<file path="config.mk">
export PLATFORM = sky130hd
export DESIGN_NAME = prog_mem_fetch_ctrl
export DESIGN_NICKNAME = d
export VERILOG_FILES = /design/src/rtl/prog_mem_fetch_ctrl.sv
export SDC_FILE = /design/constraint.sdc
export NUM_CORES = 1
export LEC_CHECK = 0
export CORE_AREA = 4 4 171 173
export CTS_CLUSTER_DIAMETER = 200
export DETAILED_ROUTE_END_ITERATION = 7
export DIE_AREA = 0 0 175 177
export HOLD_SLACK_MARGIN = 0.12
export PLACE_DENSITY_LB_ADDON = 0.08
export REMOVE_ABC_BUFFERS = 1
export SLEW_MARGIN = 30
export SYNTH_ARGS = -nofsm -noshare
export SYNTH_HDL_FRONTEND = slang
export SYNTH_SLANG_ARGS = --single-unit
</file>
<file path="constraint.sdc">
create_clock -name clk -period 3.05 [get_ports clk]
set_input_delay 0.305 -clock clk [delete_from_list [all_inputs] [get_ports clk]]
set_output_delay 0.305 -clock clk [all_outputs]
set_load 0.1 [all_outputs]
</file>
<file path="src/rtl/prog_mem_fetch_ctrl.sv">
// prog_mem_fetch_ctrl: instruction-fetch sequencer for a combinational-read
// program memory. Issues word addresses from fetch_pc, buffers returned words
// in a 2-entry prefetch queue and presents the head to decode over
// valid/ready. Redirects flush the queue and restart fetch at redirect_pc.
//
// Optional feature (macro PROG_MEM_DEBUG_PORT_EN): a debug requester shares
// the single memory read port with fetch using alternating arbitration.
// Without the macro the dbg_* ports exist but are inert.
//
// Ports:
//   clk, reset_n                     clock, async active-low reset
//   fetch_en                         allow new fetches
//   redirect_valid, redirect_pc      flush + restart fetch address
//   mem_pc / mem_instr               memory address out, word back (comb)
//   instr_valid/instr_ready          head handshake to decode
//   instr, instr_pc                  head word and its word address
//   dbg_req, dbg_addr                debug read request (held until grant)
//   dbg_gnt                          debug owns memory port (comb)
//   dbg_rvalid, dbg_rdata            registered debug read result
module prog_mem_fetch_ctrl #(
  parameter int unsigned INSTR_ADDR_WIDTH = 20,
  parameter int unsigned STEP             = 4,
  parameter logic [INSTR_ADDR_WIDTH-1:0] RESET_PC = '0
) (
  input  logic                          clk,
  input  logic                          reset_n,
  input  logic                          fetch_en,
  input  logic                          redirect_valid,
  input  logic [INSTR_ADDR_WIDTH-1:0]   redirect_pc,
  output logic [INSTR_ADDR_WIDTH-1:0]   mem_pc,
  input  logic [STEP*8-1:0]             mem_instr,
  output logic                          instr_valid,
  input  logic                          instr_ready,
  output logic [STEP*8-1:0]             instr,
  output logic [INSTR_ADDR_WIDTH-1:0]   instr_pc,
  input  logic                          dbg_req,
  input  logic [INSTR_ADDR_WIDTH-1:0]   dbg_addr,
  output logic                          dbg_gnt,
  output logic                          dbg_rvalid,
  output logic [STEP*8-1:0]             dbg_rdata
);

  localparam int unsigned AW = INSTR_ADDR_WIDTH;
  localparam int unsigned DW = STEP * 8;

  typedef enum logic {OWN_FETCH = 1'b0, OWN_DEBUG = 1'b1} owner_e;

  logic [AW-1:0] fetch_pc_q, fetch_pc_d;
  logic [1:0]    count_q, count_d;
  logic [AW-1:0] pc_q   [2];
  logic [AW-1:0] pc_d   [2];
  logic [DW-1:0] word_q [2];
  logic [DW-1:0] word_d [2];
  owner_e        last_owner_q, last_owner_d;

  logic       pop;
  logic [1:0] count_after_pop;
  logic       fetch_want;
  logic       dbg_want;
  logic       fetch_go;
  logic       dbg_go;
  logic       slot;

  // Head of the queue is always entry 0
  assign instr_valid = (count_q != 2'd0);
  assign instr       = word_q[0];
  assign instr_pc    = pc_q[0];

  assign pop             = instr_valid && instr_ready;
  assign count_after_pop = count_q - {1'b0, pop};
  assign fetch_want      = fetch_en && !redirect_valid && (count_after_pop < 2'd2);

`ifdef PROG_MEM_DEBUG_PORT_EN
  logic          dbg_rvalid_q;
  logic [DW-1:0] dbg_rdata_q;

  assign dbg_want   = dbg_req;
  // Grant is masked while in reset so the port looks idle to the memory
  assign dbg_gnt    = reset_n && dbg_go;
  assign mem_pc     = dbg_gnt ? dbg_addr : fetch_pc_q;
  assign dbg_rvalid = dbg_rvalid_q;
  assign dbg_rdata  = dbg_rdata_q;

  // Debug read result: one-cycle valid pulse, data held between reads
  always_ff @(posedge clk or negedge reset_n) begin
    if (!reset_n) begin
      dbg_rvalid_q <= 1'b0;
      dbg_rdata_q  <= '0;
    end else begin
      dbg_rvalid_q <= dbg_go;
      if (dbg_go) dbg_rdata_q <= mem_instr;
    end
  end
`else
  logic unused_dbg;

  assign dbg_want   = 1'b0;
  assign dbg_gnt    = 1'b0;
  assign mem_pc     = fetch_pc_q;
  assign dbg_rvalid = 1'b0;
  assign dbg_rdata  = '0;
  assign unused_dbg = ^{dbg_req, dbg_addr};
`endif

  // Port arbitration: on contention the side not served last time wins
  assign fetch_go = fetch_want && (!dbg_want || last_owner_q == OWN_DEBUG);
  assign dbg_go   = dbg_want && (!fetch_want || last_owner_q == OWN_FETCH);

  // Fetch position within the queue after this cycle's pop
  assign slot = count_after_pop[0];

  // Next-state: queue shift/push, fetch pointer, arbitration history
  always_comb begin
    fetch_pc_d   = fetch_pc_q;
    count_d      = count_q;
    pc_d         = pc_q;
    word_d       = word_q;
    last_owner_d = last_owner_q;

    if (fetch_go)    last_owner_d = OWN_FETCH;
    else if (dbg_go) last_owner_d = OWN_DEBUG;

    if (redirect_valid) begin
      count_d    = 2'd0;
      fetch_pc_d = redirect_pc;
    end else begin
      if (pop) begin
        pc_d[0]   = pc_q[1];
        word_d[0] = word_q[1];
      end
      if (fetch_go) begin
        pc_d[slot]   = fetch_pc_q;
        word_d[slot] = mem_instr;
        fetch_pc_d   = fetch_pc_q + AW'(1);
      end
      count_d = count_after_pop + {1'b0, fetch_go};
    end
  end

  // State register
  always_ff @(posedge clk or negedge reset_n) begin
    if (!reset_n) begin
      fetch_pc_q   <= RESET_PC;
      count_q      <= 2'd0;
      pc_q[0]      <= '0;
      pc_q[1]      <= '0;
      word_q[0]    <= '0;
      word_q[1]    <= '0;
      last_owner_q <= OWN_DEBUG;
    end else begin
      fetch_pc_q   <= fetch_pc_d;
      count_q      <= count_d;
      pc_q         <= pc_d;
      word_q       <= word_d;
      last_owner_q <= last_owner_d;
    end
  end

endmodule

</file>
======== Yosys cells after proc, flatten, opt, wreduce, memory -nomap -nowiden ========
Cells that the tools add are included.
storage, ports and cells
  input bits .............................. 78
  register bits ........................... 126
cells by class
  muxes and demuxes ....................... 15
  reductions and logical operators ........ 8
  add/subtract/negate cells ............... 3
  bitwise operators ....................... 2
  order comparisons ....................... 3
operators by type and width
  operator               count
  $mux 20                5
  $mux 32                3
  $bwmux 64              1
  $mux 64                1
  $bwmux 40              1
  $mux 40                1
  $demux 32 s1           1
  $add 20x1->20 const B  1
  $demux 20 s1           1
  $logic_and 1x1->1      4
  $reduce_bool 2->1      2
  $add 2x1->2            1
  $ge 2x2->1 const B     1
  $lt 2x1->1 const B     1
  $lt 2x2->1 const B     1
  $mux 2                 1
  $not 1->2              1
  $reduce_and 2->1       1
  $sub 2x1->2            1
  $logic_not 1->1        1
  $not 1->1              1

======== Logic depth before layout (Yosys ltp) ========
  depth in word-level cells ............... 10
  mapped depth ............................ 9
  gate-level depth less buffers ........... 7

======== Worst setup path before layout ========
OpenSTA, ideal clock, no wires.
  path type ............................... register to register
  start ................................... register count_q[1]
  end ..................................... register with a tool-made name
  library setup time ...................... 0.126 ns
  required time ........................... 2.924 ns
  arrival ................................. 2.559 ns
  path slack .............................. 0.365 ns
  cell stages (with the launch flop) ...... 9
  cell sequence ........................... dfrtp_1 -> o21ai_1 -> inv_1 -> ha_1 -> xnor2_4 -> nand2_1 -> nor3_4 -> buf_2 -> mux2_2
RTL lines
  what                      RTL line  source
  start: declaration        49        logic [1:0] count_q, count_d;
  start signal: assignment  152       count_q <= count_d;

======== Worst setup path in the final report ========
  start ................................... register count_q[1]
  end ..................................... register word_q (netlist bit instr[19])
between the ends
  longest elaborated chain between the ends .. 10
RTL lines
  what                                                                   RTL line  source
  $reduce_bool 2->1                                                      65        assign instr_valid = (count_q != 2'd0);
  $logic_and 1x1->1                                                      69        assign pop = instr_valid && instr_ready;
  $sub 2x1->2                                                            70        assign count_after_pop = count_q - {1'b0, pop};
  $not 1->2 (implied by the code)                                        133       word_d[slot] = mem_instr;
  $ge 2x2->1 (implied by the code) / $lt 2x1->1 (equally long branches)  133
  $logic_and 1x1->1 (implied by the code)                                133
  $mux 32 (implied by the code)                                          133
  $demux 32 s1                                                           133
  $bwmux 64                                                              133
  $mux 64 *                                                              131       if (fetch_go) begin
  end signal: assignment                                                 154       word_q <= word_d;
  end: declaration                                                       52        logic [DW-1:0] word_q [2];
Mark *: on every way between the ends. The rest lies on a longest branch, timed or not. The select of a mux whose other input is x is not followed.
A chain may end at the register's enable or synchronous reset.

==> flow_summary.ini <==
[clocking]
ctsRootBufferMaster = clkbuf_16
cts_tree = built
clockBufferDepth = 2
htree_levels = 4
numCtsBuffers = 17
clk_pin_slew_ns = 0.06
clock_latency_ns = 0.42
cts_sinks = 126

[setup_path]
crit_chain = o21ai_1 > inv_1 > ha_1 > xnor2_4 > buf_4 > nand4_1 > buf_4 > o21ai_0 > o221a_2
worstSetupEndpointType = flop
path_class = reg -> reg
start_kind = flop
slowest_stage = dfrtp_1
path_common_cell = buf_4
r2r.worst_path.cells = 9
cp_slowest_stage_delay_ns = 0.46
crit_family = compound AO/OA/AOI/OAI gates
worst_r2r_endpoint = instr[19]
crit_buf_inv = 3
crit_required_ns = 3.35
reg2reg_from = count_q[1]
cp_max_fo = 14
crit_arrival_ns = 2.75
ff2ff_setup_slack_ns = 0.60

[yosys]
syn_inst = 569
seq_area_frac_synth_pct = 50.2
yosysUniqueCellTypes = 45
synth_edf_count = 0
async_reset_ff_share_pct = 100
avgSynthCellArea_um2 = 11.0
netlist_area_mm2 = 0.00628
ys_ff_latch = 126
ys.warnings.count = 0
synth-main-ff-cell = dfrtp_1

[drt]
first_pass_iters = 4
vias = 4239
antenna_left = 0
avgViaCountPerCell = 4.07
drc = 0
routedWlPerCell_um = 15.8
drt_wl_total_um = 16500
drt_iter0_drc = 159

[final_layout]
fin_nets = 730
layout-drive-gt1-share_pct = 22.8
syn_to_final_growth_pct = 28.0
stdcell_area_mm2 = 0.00804
finalNonFillerCells = 1041

[place]
io_buffers = 129
gp_congestion = 0.693
place_inst = 1008
placed_cell_area_mm2 = 0.00739
dp_slack_ns = 0.424
dp_hpwl_um = 11300

[sta]
fin_skew_ns = 0.0132
setup_viol = 0
hold_viol_final = 0
relSlewSlack_pct = 34.0
slew_violations = 0
holdWs_ns = 0.392
clock.fmax_ghz = 0.409
setup_slack_ns = 0.602
finalCritPeriodShare_pct = 80.3
tightest_slew_ns = 0.987
period_needed_ns = 2.45
rsz0062_at_grt = no

[floorplanning]
core_area_mm2 = 0.0276
dieArea_mm2 = 0.0310
rows = 61
num_io_pins = 185
start_util_pct = 22.7
die_w_um = 175
fp.dieH_um = 177

[global_routing]
gr-total-overflow = 0
grt_antenna_before_repair = 1
grt_max_degree = 71
grt_pass1_vias = 4379
grtUsageMet2_pct = 16.8
grtUsageMet3_pct = 3.27
use_met1_pct = 14.1
grt_pass1_wl_um = 25300
grt.busiest_layer = met2
grt_usage_pct = 10.6

[hold_path]
hold_depth = 2
holdCritPathClass = in -> reg
holdPathEnd = count_q[0]
min_from = redirect_valid

[run]
cap_violations = 0

[status]
status = completed
per-layer routing:
metal,up-vias,share of wire (%)
li1,2032,-
met5,-,0
met1,2073,47
met4,0,0.99
met3,9,5.2
met2,125,47
what timing repair did:
item	in CTS	in global routing
hold buffers	1	0
gates resized for setup	0	0
endpoints found under the hold margin	58	0
buffers inserted	0	0
final cells by class:
| class | instances | area [um2] |
|---|---|---|
| clock inverter | 11 | 164 |
| antenna | 1 | 2.50 |
| timing repair buffer | 144 | 1330 |
| multi-input combinational | 357 | 2430 |
| fill | 2897 | 19600 |
| tap | 378 | 473 |
| sequential | 126 | 3150 |
| inverter | 4 | 15.0 |
| clock buffer | 20 | 467 |
stage by stage:
stage               utilization (%)  TNS, ns
floorplan                         -  -103.50
global placement               26.8        0
detailed placement             26.8        0
CTS                            29.1        0
global route                   29.1        0
finish                         29.1        0
placed cells by master, fill, tap and decap left out, types with 3 or more instances in the layout:
master           netlist  layout
or4_1                  7       7
nor3_1                 7       7
nand4_1                8       8
a31oi_1                6       6
buf_4                 90      51
o31ai_1                4       4
o211ai_1               3       3
clkbuf_16              0      17
mux2i_1               48      48
mux2_2                51      51
o21ai_0               12      12
clkdlybuf4s50_1        0      88
nor2_1                53      53
nand2_1               27      27
clkinv_2               0       4
nand3_1               10      10
bufinv_16              0       4
xnor2_1                4       4
clkbuf_8               0       3
o221a_2                6       6
inv_1                  3       3
xor2_1                 7       7
and3_1                 4       4
dfrtp_1              126     126
a21oi_1               46      46
conb_1                 1      34
logic make-up (layout without fill, tap and decap cells):
group                    count (synthesis)  after routing  share of synthesized area [%]
buffers and inverters                  119            179                           13.0
AO/OA/AOI/OAI                           81             81                           7.59
adder cells (fa/ha/maj)                  2              2                          0.399
AND/OR/NAND/NOR                        128            128                           9.75
multiplexers                           100            100                           17.0
other                                    1             35                         0.0597
flip-flops                             126            126                           50.2
XOR/XNOR                                12             12                           1.97
how the worst max path moves through the flow:
stage                 from   endpoint  slack, ns  cells past startpoint
5_1_grt         count_q[1]  instr[10]       0.42                      9
3_5_place_dp   instr_ready  instr[16]       0.42                     10
3_3_place_gp   instr_ready  instr[30]       0.42                     10
4_1_cts         count_q[1]  instr[19]       0.56                      9
2_1_floorplan   count_q[1]  instr[16]      -2.02                      7
6_report        count_q[1]  instr[19]       0.60                      9
synth_stat cells, drive strengths merged (2+ instances only):
cell type,number,area (um2)
a21oi,46,230
a31oi,6,37.5
and3,5,32.5
buf,105,757
clkbuf,9,33.8
dfrtp,126,3150
ha,2,25.0
inv,3,11.3
mux2,52,586
mux2i,48,480
nand2,28,108
nand3,10,50.1
nand4,8,50.1
nor2,54,210
nor3,8,51.3
nor4,2,12.5
o211ai,3,22.5
o21ai,13,65.1
o221a,6,67.6
o31ai,4,30.0
or4,8,63.8
xnor2,5,62.6
xor2,7,61.3
Power is left out: the tool's default activity adds up to more than one toggle a clock period on the data nets, which glitch-free logic cannot reach.
